--- config.mk ---
export PLATFORM = sky130hd
export DESIGN_NAME = vga_sync_gen
export DESIGN_NICKNAME = d
export VERILOG_FILES = /design/src/rtl/vga_sync_gen.sv
export SDC_FILE = /design/constraint.sdc
export NUM_CORES = 1
export LEC_CHECK = 0
export ABC_AREA = 1
export ABC_CLOCK_PERIOD_IN_PS = 2900
export BUFFER_PORTS_ARGS = -buffer_cell sky130_fd_sc_hd__buf_2
export CORE_ASPECT_RATIO = 1.2
export CORE_MARGIN = 2
export CORE_UTILIZATION = 60
export CTS_CLUSTER_DIAMETER = 100
export DETAILED_ROUTE_END_ITERATION = 6
export PLACE_DENSITY = 0.84
export SKIP_LAST_GASP = 1
export SLEW_MARGIN = 20
export SYNTH_ARGS = -nofsm -noshare
export SYNTH_HDL_FRONTEND = slang
export SYNTH_SLANG_ARGS = --single-unit
--- constraint.sdc ---
create_clock -name clk -period 2.9 [get_ports clk]
set_input_delay 0.145 -clock clk [delete_from_list [all_inputs] [get_ports clk]]
set_output_delay 0.145 -clock clk [all_outputs]
set_load 0.005 [all_outputs]
--- src/rtl/vga_sync_gen.sv ---
// VGA timing generator: pixel-enable prescaler, x/y raster counters, video_on, hsync/vsync, frame tick.
// Latency: every output is registered; x/y and all decodes update on the clk edge that samples p_tick=1.
// Backpressure: none. Free-running source; consumers sample x/y/video_on whenever they need them.
module vga_sync_gen #(
    parameter int   CLK_DIV   = 4,
    parameter int   H_DISPLAY = 640,
    parameter int   H_FRONT   = 16,
    parameter int   H_SYNC    = 96,
    parameter int   H_BACK    = 48,
    parameter int   V_DISPLAY = 480,
    parameter int   V_FRONT   = 10,
    parameter int   V_SYNC    = 2,
    parameter int   V_BACK    = 33,
    parameter logic SYNC_POL  = 1'b0
) (
    input  logic       clk,
    input  logic       reset,
    output logic       p_tick,
    output logic [9:0] x,
    output logic [9:0] y,
    output logic       video_on,
    output logic       hsync,
    output logic       vsync,
    output logic       frame_tick
);

    // ------------------------------------------------------------------
    // Derived timing constants
    // ------------------------------------------------------------------
    localparam int H_TOTAL      = H_DISPLAY + H_FRONT + H_SYNC + H_BACK;
    localparam int V_TOTAL      = V_DISPLAY + V_FRONT + V_SYNC + V_BACK;
    localparam int H_SYNC_START = H_DISPLAY + H_FRONT;
    localparam int H_SYNC_END   = H_SYNC_START + H_SYNC;
    localparam int V_SYNC_START = V_DISPLAY + V_FRONT;
    localparam int V_SYNC_END   = V_SYNC_START + V_SYNC;

    // Prescaler width; a divide-by-1 build still needs a 1-bit register.
    localparam int DIV_W = (CLK_DIV > 1) ? $clog2(CLK_DIV) : 1;
    localparam logic [DIV_W-1:0] DIV_LAST = DIV_W'(CLK_DIV - 1);
    localparam logic [DIV_W-1:0] DIV_ONE  = DIV_W'(1);

    localparam logic [9:0] X_LAST = 10'(H_TOTAL - 1);
    localparam logic [9:0] Y_LAST = 10'(V_TOTAL - 1);
    localparam logic [9:0] CNT_ONE = 10'd1;

    // Region bounds compared in 11 bits so a bound of exactly 1024 still works.
    localparam logic [10:0] H_DISP_B   = 11'(H_DISPLAY);
    localparam logic [10:0] V_DISP_B   = 11'(V_DISPLAY);
    localparam logic [10:0] H_SYNC_S_B = 11'(H_SYNC_START);
    localparam logic [10:0] H_SYNC_E_B = 11'(H_SYNC_END);
    localparam logic [10:0] V_SYNC_S_B = 11'(V_SYNC_START);
    localparam logic [10:0] V_SYNC_E_B = 11'(V_SYNC_END);

    localparam logic SYNC_IDLE = ~SYNC_POL;

    // ------------------------------------------------------------------
    // Elaboration-time sanity checks: counters are 10 bits wide and never
    // need a runtime overflow guard as long as these hold.
    // ------------------------------------------------------------------
    if (H_TOTAL > 1024) begin : g_h_total_check
        $error("vga_sync_gen: H_TOTAL exceeds the 10-bit x counter");
    end
    if (V_TOTAL > 1024) begin : g_v_total_check
        $error("vga_sync_gen: V_TOTAL exceeds the 10-bit y counter");
    end
    if (CLK_DIV < 1) begin : g_clk_div_check
        $error("vga_sync_gen: CLK_DIV must be at least 1");
    end

    // ------------------------------------------------------------------
    // Internal state
    // ------------------------------------------------------------------
    logic [DIV_W-1:0] div_cnt;
    logic             div_wrap;

    logic [9:0] x_next;
    logic [9:0] y_next;
    logic       video_next;
    logic       hsync_act_next;
    logic       vsync_act_next;
    logic       frame_next;

    assign div_wrap = (div_cnt == DIV_LAST);

    // Prescaler: p_tick is registered, one clk wide, once every CLK_DIV clks.
    always_ff @(posedge clk or negedge reset) begin
        if (!reset) begin
            div_cnt <= '0;
            p_tick  <= 1'b0;
        end else begin
            p_tick  <= div_wrap;
            div_cnt <= div_wrap ? '0 : (div_cnt + DIV_ONE);
        end
    end

    // Next raster position: advance only on a pixel tick, wrap line then frame.
    always_comb begin
        x_next = x;
        y_next = y;
        if (p_tick) begin
            if (x == X_LAST) begin
                x_next = '0;
                y_next = (y == Y_LAST) ? '0 : (y + CNT_ONE);
            end else begin
                x_next = x + CNT_ONE;
            end
        end
    end

    // Region decode on the next position so registered flags line up with x/y.
    always_comb begin
        video_next     = ({1'b0, x_next} < H_DISP_B) && ({1'b0, y_next} < V_DISP_B);
        hsync_act_next = ({1'b0, x_next} >= H_SYNC_S_B) && ({1'b0, x_next} < H_SYNC_E_B);
        vsync_act_next = ({1'b0, y_next} >= V_SYNC_S_B) && ({1'b0, y_next} < V_SYNC_E_B);
        // Only a real advance into (0,0) counts; holding at (0,0) between ticks does not.
        frame_next     = p_tick && (x_next == '0) && (y_next == '0);
    end

    // Raster counters; reset parks at the last pixel so the first tick wraps to (0,0).
    always_ff @(posedge clk or negedge reset) begin
        if (!reset) begin
            x <= X_LAST;
            y <= Y_LAST;
        end else begin
            x <= x_next;
            y <= y_next;
        end
    end

    // Registered video/sync/frame flags, consistent with the reset raster position.
    always_ff @(posedge clk or negedge reset) begin
        if (!reset) begin
            video_on   <= 1'b0;
            hsync      <= SYNC_IDLE;
            vsync      <= SYNC_IDLE;
            frame_tick <= 1'b0;
        end else begin
            video_on   <= video_next;
            hsync      <= hsync_act_next ? SYNC_POL : SYNC_IDLE;
            vsync      <= vsync_act_next ? SYNC_POL : SYNC_IDLE;
            frame_tick <= frame_next;
        end
    end

endmodule
Yosys cells after proc, flatten, opt, wreduce, memory -nomap -nowiden
Cells that the tools add are included.
{"block": "word_totals", "word_cells": 35, "ff_bits": 27, "output_inout_bits": 25, "in_bits": 2}
{"block": "op_classes", "n_mux": 8, "magnitude_cmp": 6, "eq_ne": 3, "addsub": 3, "reduce_logical": 7}
{"op": "10-bit two-way mux", "n": 5}
{"op": "10-bit by 1-bit adder with 10-bit output (second input constant)", "n": 2}
{"op": "10-bit == test (second input constant)", "n": 2}
{"op": "10-bit zero test", "n": 2}
{"op": "10-bit less-than comparator (second input constant)", "n": 2}
{"op": "10-bit by 9-bit less-than comparator with 1-bit output (second input constant)", "n": 2}
{"op": "10-bit greater-or-equal comparator (second input constant)", "n": 1}
{"op": "10-bit by 9-bit greater-or-equal comparator with 1-bit output (second input constant)", "n": 1}
{"op": "1-bit logical AND", "n": 5}
{"op": "2-bit by 1-bit adder with 2-bit output (second input constant)", "n": 1}
{"op": "2-bit == test (second input constant)", "n": 1}
{"op": "1-bit two-way mux", "n": 2}
{"op": "2-bit two-way mux", "n": 1}

Longest topological paths before layout
{"block": "depth", "ltp_word": 7, "depth_mapped": 13, "depth_no_buf": 12}

Least setup slack after synthesis
No wires, ideal clock.
{"block": "synth_timing", "kind": "register to register", "start": "reg x[0]", "end": "reg vsync", "n_path_buf": 1, "path_slack_ps": 1058, "arrival_time_ps": 1757, "synth_period_minus_slack_ps": 1842, "path_stages_with_launch": 14, "path_cell_list": "dfstp_2 > ha_1 > nand2_2 > nor2_4 > nand3_4 > nor2_4 > buf_6 > nand2_1 > nand2_1 > nand2_1 > clkinv_1 > nand3_1 > nor2_1 > nand3_1"}
{"block": "synth_between", "elab_chain_cells": 6, "word_cells_on_any_way": 7, "classes_between": "2 x order compare; 1 x eq/ne; 3 x mux; 1 x reduce/logical"}
{"item": "start: declaration", "line": "19", "source": "output logic [9:0] x,"}
{"item": "start signal: assignment", "line": "125", "source": "x <= x_next;"}
{"item": "10-bit == test (*)", "line": "101", "source": "if (x == X_LAST) begin"}
{"item": "10-bit two-way mux (*)", "line": "101"}
{"item": "10-bit two-way mux (*)", "line": "100", "source": "if (p_tick) begin"}
{"item": "net y_next[3]", "line": "77", "source": "logic [9:0] y_next;"}
{"item": "10-bit by 9-bit greater-or-equal comparator with 1-bit output or 10-bit by 9-bit less-than comparator with 1-bit output (tied branches)", "line": "114", "source": "vsync_act_next = ({1'b0, y_next} >= V_SYNC_S_B) && ({1'b0, y_next} < V_SYNC_E_B);"}
{"item": "1-bit logical AND (*)", "line": "114"}
{"item": "1-bit two-way mux (*)", "line": "140", "source": "vsync <= vsync_act_next ? SYNC_POL : SYNC_IDLE;"}
{"item": "end signal: assignment", "line": "140"}
{"item": "end: declaration", "line": "23", "source": "output logic vsync,"}
The timed path passes the listed nets; every way through them passes the cells marked *.

Worst setup path after layout
{"block": "layout_timing", "start": "reg x[0]", "end": "reg video_on"}
{"block": "layout_between", "elab_chain_cells": 5, "word_cells_on_any_way": 9, "classes_between": "1 x add/sub; 2 x order compare; 1 x eq/ne; 4 x mux; 1 x reduce/logical"}
{"item": "10-bit == test", "line": "101"}
{"item": "10-bit two-way mux", "line": "101"}
{"item": "10-bit two-way mux", "line": "100"}
{"item": "net y_next[6]", "line": "77"}
{"item": "10-bit by 9-bit less-than comparator with 1-bit output", "line": "112", "source": "video_next = ({1'b0, x_next} < H_DISP_B) && ({1'b0, y_next} < V_DISP_B);"}
{"item": "1-bit logical AND", "line": "112"}
{"item": "net video_next", "line": "78", "source": "logic video_next;"}
{"item": "end signal: assignment", "line": "138", "source": "video_on <= video_next;"}
{"item": "end: declaration", "line": "21", "source": "output logic video_on,"}
The timed path passes the listed nets, and every way through them passes these cells.

==> impl_metrics.py <==
metrics = {
    "outcome": {
        "status": "finished, final reports clean",
    },
    "sta": {
        "hold_viol": 0,
        "relSlewSlack_pct": 62.0,
        "slew_viol_final": 0,
        "grt_setup_unrepaired": "no",
        "tns_ps": 0,
        "fin_skew_ps": 14.1,
        "tightest_slew_ps": 571,
        "setup_viol": 0,
        "min_period_ps": 2160,
        "timing.hold.ws_ps": 326,
        "fmax_mhz": 463,
        "min_period_over_period_pct": 74.4,
    },
    "final_layout": {
        "fin_area_um2": 1810,
        "multiInputGateArea_um2": 757,
        "layout-drive-gt1-share_pct": 24.3,
        "diodes": 0,
        "nFillCells": 234,
        "finalNonFillerCells": 280,
        "fin_nets": 254,
        "regArea_um2": 691,
        "area_growth_pct": 11.6,
    },
    "detailed_routing": {
        "remaining_drc_errors": 0,
        "drt_iter0_drc": 54,
        "route.detailed.vias_per_inst": 5.24,
        "vias": 1466,
        "wl_per_cell_um": 12.7,
        "drtPass1Iterations": 4,
        "finalWirelength_mm": 3.55,
        "ant_nets": 0,
    },
    "critical_path": {
        "start_kind": "flop",
        "reg2reg_depth": 12,
        "reg2reg_from": "x[0]$_DFF_PN1_",
        "cpPeakStageDelay_ps": 600,
        "cp_max_fo": 12,
        "cp.required_ps": 3140,
        "cpMaxStageDelayCell": "dfstp_2",
        "crit_family": "simple AND/OR/NAND/NOR gates",
        "arrival_ps": 2400,
        "worstSetupPathType": "reg2reg",
        "crit_path_frequent_cell": "nand2_1",
        "crit_chain": "ha_1, nand2_2, nor2_4, nand3_4, nor2_4, nand2_1, nand2_1, nand2_1, inv_1, nand2_1, nor2_1, nor2_1",
        "r2r-end": "video_on$_DFF_PN0_",
        "r2r_slack_ps": 740,
        "cp.buffers_inverters": 1,
        "end_kind": "flop",
    },
    "global_routing": {
        "grt_pass1_vias": 1335,
        "overflow": 0,
        "antenna_found_initial": 0,
        "grt_max_degree": 28,
        "grt_pass1_wl_mm": 6.00,
        "grt.total_usage_pct": 25.8,
    },
    "clocking": {
        "cts-resized-gates": 0,
        "tritoncts": "yes",
        "cts.sinks": 27,
        "clk_pin_slew_worst_paths_ps": 160,
        "clk_latency_ps": 330,
        "cts_max_level": 1,
        "numCtsBuffers": 3,
        "clockBufferDepth": 2,
        "cts-root-buf": "clkbuf_4",
    },
    "yosys": {
        "syn-mean-instance-area_um2": 7.45,
        "synth-async-reset-ratio_pct": 100,
        "yosysTopAreaCell": "dfrtp_1",
        "synthTopCellsByArea": "dfrtp_1 23%, dfstp_2 19%, nand2_1 15%",
        "synth_top_cell_area_share_pct": 23.1,
        "synth-seq-cells": 27,
        "synthFlopType": "dfrtp_1",
        "seq_area_frac_synth_pct": 42.5,
        "synth.most_common_cell": "nand2_1",
        "synthTopCellsByCount": "63 x nand2_1, 39 x inv_1, 23 x nor2_1",
        "netlist_area_um2": 1620,
        "synth_cell_types": 26,
        "synth-edff-count": 0,
        "netlist_instances": 218,
        "ys.warnings.count": 0,
        "syn_nets": 224,
    },
    "floorplanning": {
        "die_area_um2": 3140,
        "io-pin-count": 27,
        "die_h_um": 61.0,
        "start_util_pct": 63.6,
        "die_w_um": 51.5,
        "rows": 20,
        "core_area_um2": 2550,
    },
    "placement": {
        "numPortBuffers": 26,
        "gp_congestion": 0.873,
        "placed_area_um2": 1770,
        "dpl.hpwl_mm": 2.68,
        "dp.cells": 275,
    },
    "power_and_ir_drop": {
        "p_switching_uw": 124,
        "p_per_area_nw_per_um2": 307,
        "seq_power_share_pct": 67.9,
        "ir_drop_mv": 0.252,
        "p_sw_share_pct": 22.4,
        "clkPwrFrac_pct": 30.6,
        "p_leak_nw": 0.982,
        "power_frac_comb_pct": 1.5,
        "power.internal_uw": 432,
    },
    "job": {
        "maxCapViolations": 0,
    },
    "worst_hold_path": {
        "hp-class": "in2async",
    },
}
placed cells by master (no fill, tap or decap), types with 4 or more instances in the layout:
| cell type | n |
|---|---|
| buf_2 | 26 |
| nand4_1 | 9 |
| inv_1 | 39 |
| ha_1 | 4 |
| nand3_1 | 22 |
| nand2_1 | 63 |
| dfrtp_1 | 15 |
| dfstp_2 | 12 |
| nor2_1 | 23 |
through the flow:
step	total power [mW]	util (%)	worst slack, ps
6_report	0.556	71.0	741
2_1_floorplan	0.384	-	1060
5_1_grt	0.574	71.0	521
4_1_cts	0.560	71.0	725
3_5_place_dp	0.392	69.5	761
3_3_place_gp	0.392	69.5	812
timing repair:
item	4_1_cts	5_1_grt
buffers inserted	0	0
hold endpoints to repair	15	0
hold buffers	1	0
layer usage:
layer	share of wire [%]	global-route usage, %	vias up
li1	-	-	740
met1	43	34.1	679
met2	50	44.3	41
met4	1.9	7.52	0
met3	4.4	3.94	6
met5	0	0	-
kinds of logic (layout without fill, tap and decap cells):
kind of cell	Yosys count	in the layout	share of synthesized area [%]
buffers and inverters	43	72	10.9
and+or+nand+nor	133	133	38.8
DFF	27	27	42.5
xor gates and xnor gates	1	1	0.539
adders and majority gates	4	4	3.08
AOI/OAI and AO/OA	10	10	4.16
area by class of cell:
| cell class | count | area share, % |
|---|---|---|
| Inverter | 41 | 8.49 |
| Multi-Input combinational cell | 148 | 41.8 |
| Sequential cell | 27 | 38.1 |
| Timing Repair Buffer | 27 | 7.73 |
| Tap cell | 33 | 2.28 |
| Clock buffer | 3 | 1.24 |
| Clock inverter | 1 | 0.414 |
state kept, by name (all words and copies together), names as in the netlist:
name / flops
div_cnt: 2
frame_tick: 1
hsync: 1
p_tick: 1
video_on: 1
vsync: 1
x: 10
y: 10
worst reg2reg max path, stage by stage (launching register included):
cell and delay (ps):
dfstp_2 600, ha_1 240, nand2_2 90, nor2_4 160, nand3_4 130, nor2_4 280, nand2_1 100, nand2_1 70
nand2_1 60, inv_1 90, nand2_1 50, nor2_1 140, nor2_1 70
how the worst max path moves through the flow:
stage | startpoint | end | slack, ps | cells past startpoint
after floorplan | x[0]$_DFF_PN1_ | vsync$_DFF_PN1_ | 1060 | 13
after global placement | x[0]$_DFF_PN1_ | frame_tick$_DFF_PN0_ | 810 | 12
after detailed placement | x[0]$_DFF_PN1_ | video_on$_DFF_PN0_ | 760 | 12
after CTS | x[0]$_DFF_PN1_ | video_on$_DFF_PN0_ | 730 | 12
after global routing | x[0]$_DFF_PN1_ | video_on$_DFF_PN0_ | 520 | 12
final | x[0]$_DFF_PN1_ | video_on$_DFF_PN0_ | 740 | 12
power by group through the flow:
| stage | Combinational (mW) | Sequential [mW] | Clock [mW] |
|---|---|---|---|
| floorplan | 0.000000524 | 0.384 | 0 |
| global placement | 0.00773 | 0.384 | 0 |
| detailed placement | 0.00780 | 0.384 | 0 |
| CTS | 0.00891 | 0.378 | 0.173 |
| global route | 0.0101 | 0.378 | 0.186 |
| finish | 0.00822 | 0.378 | 0.170 |
Power figures use the tool's default switching activity.
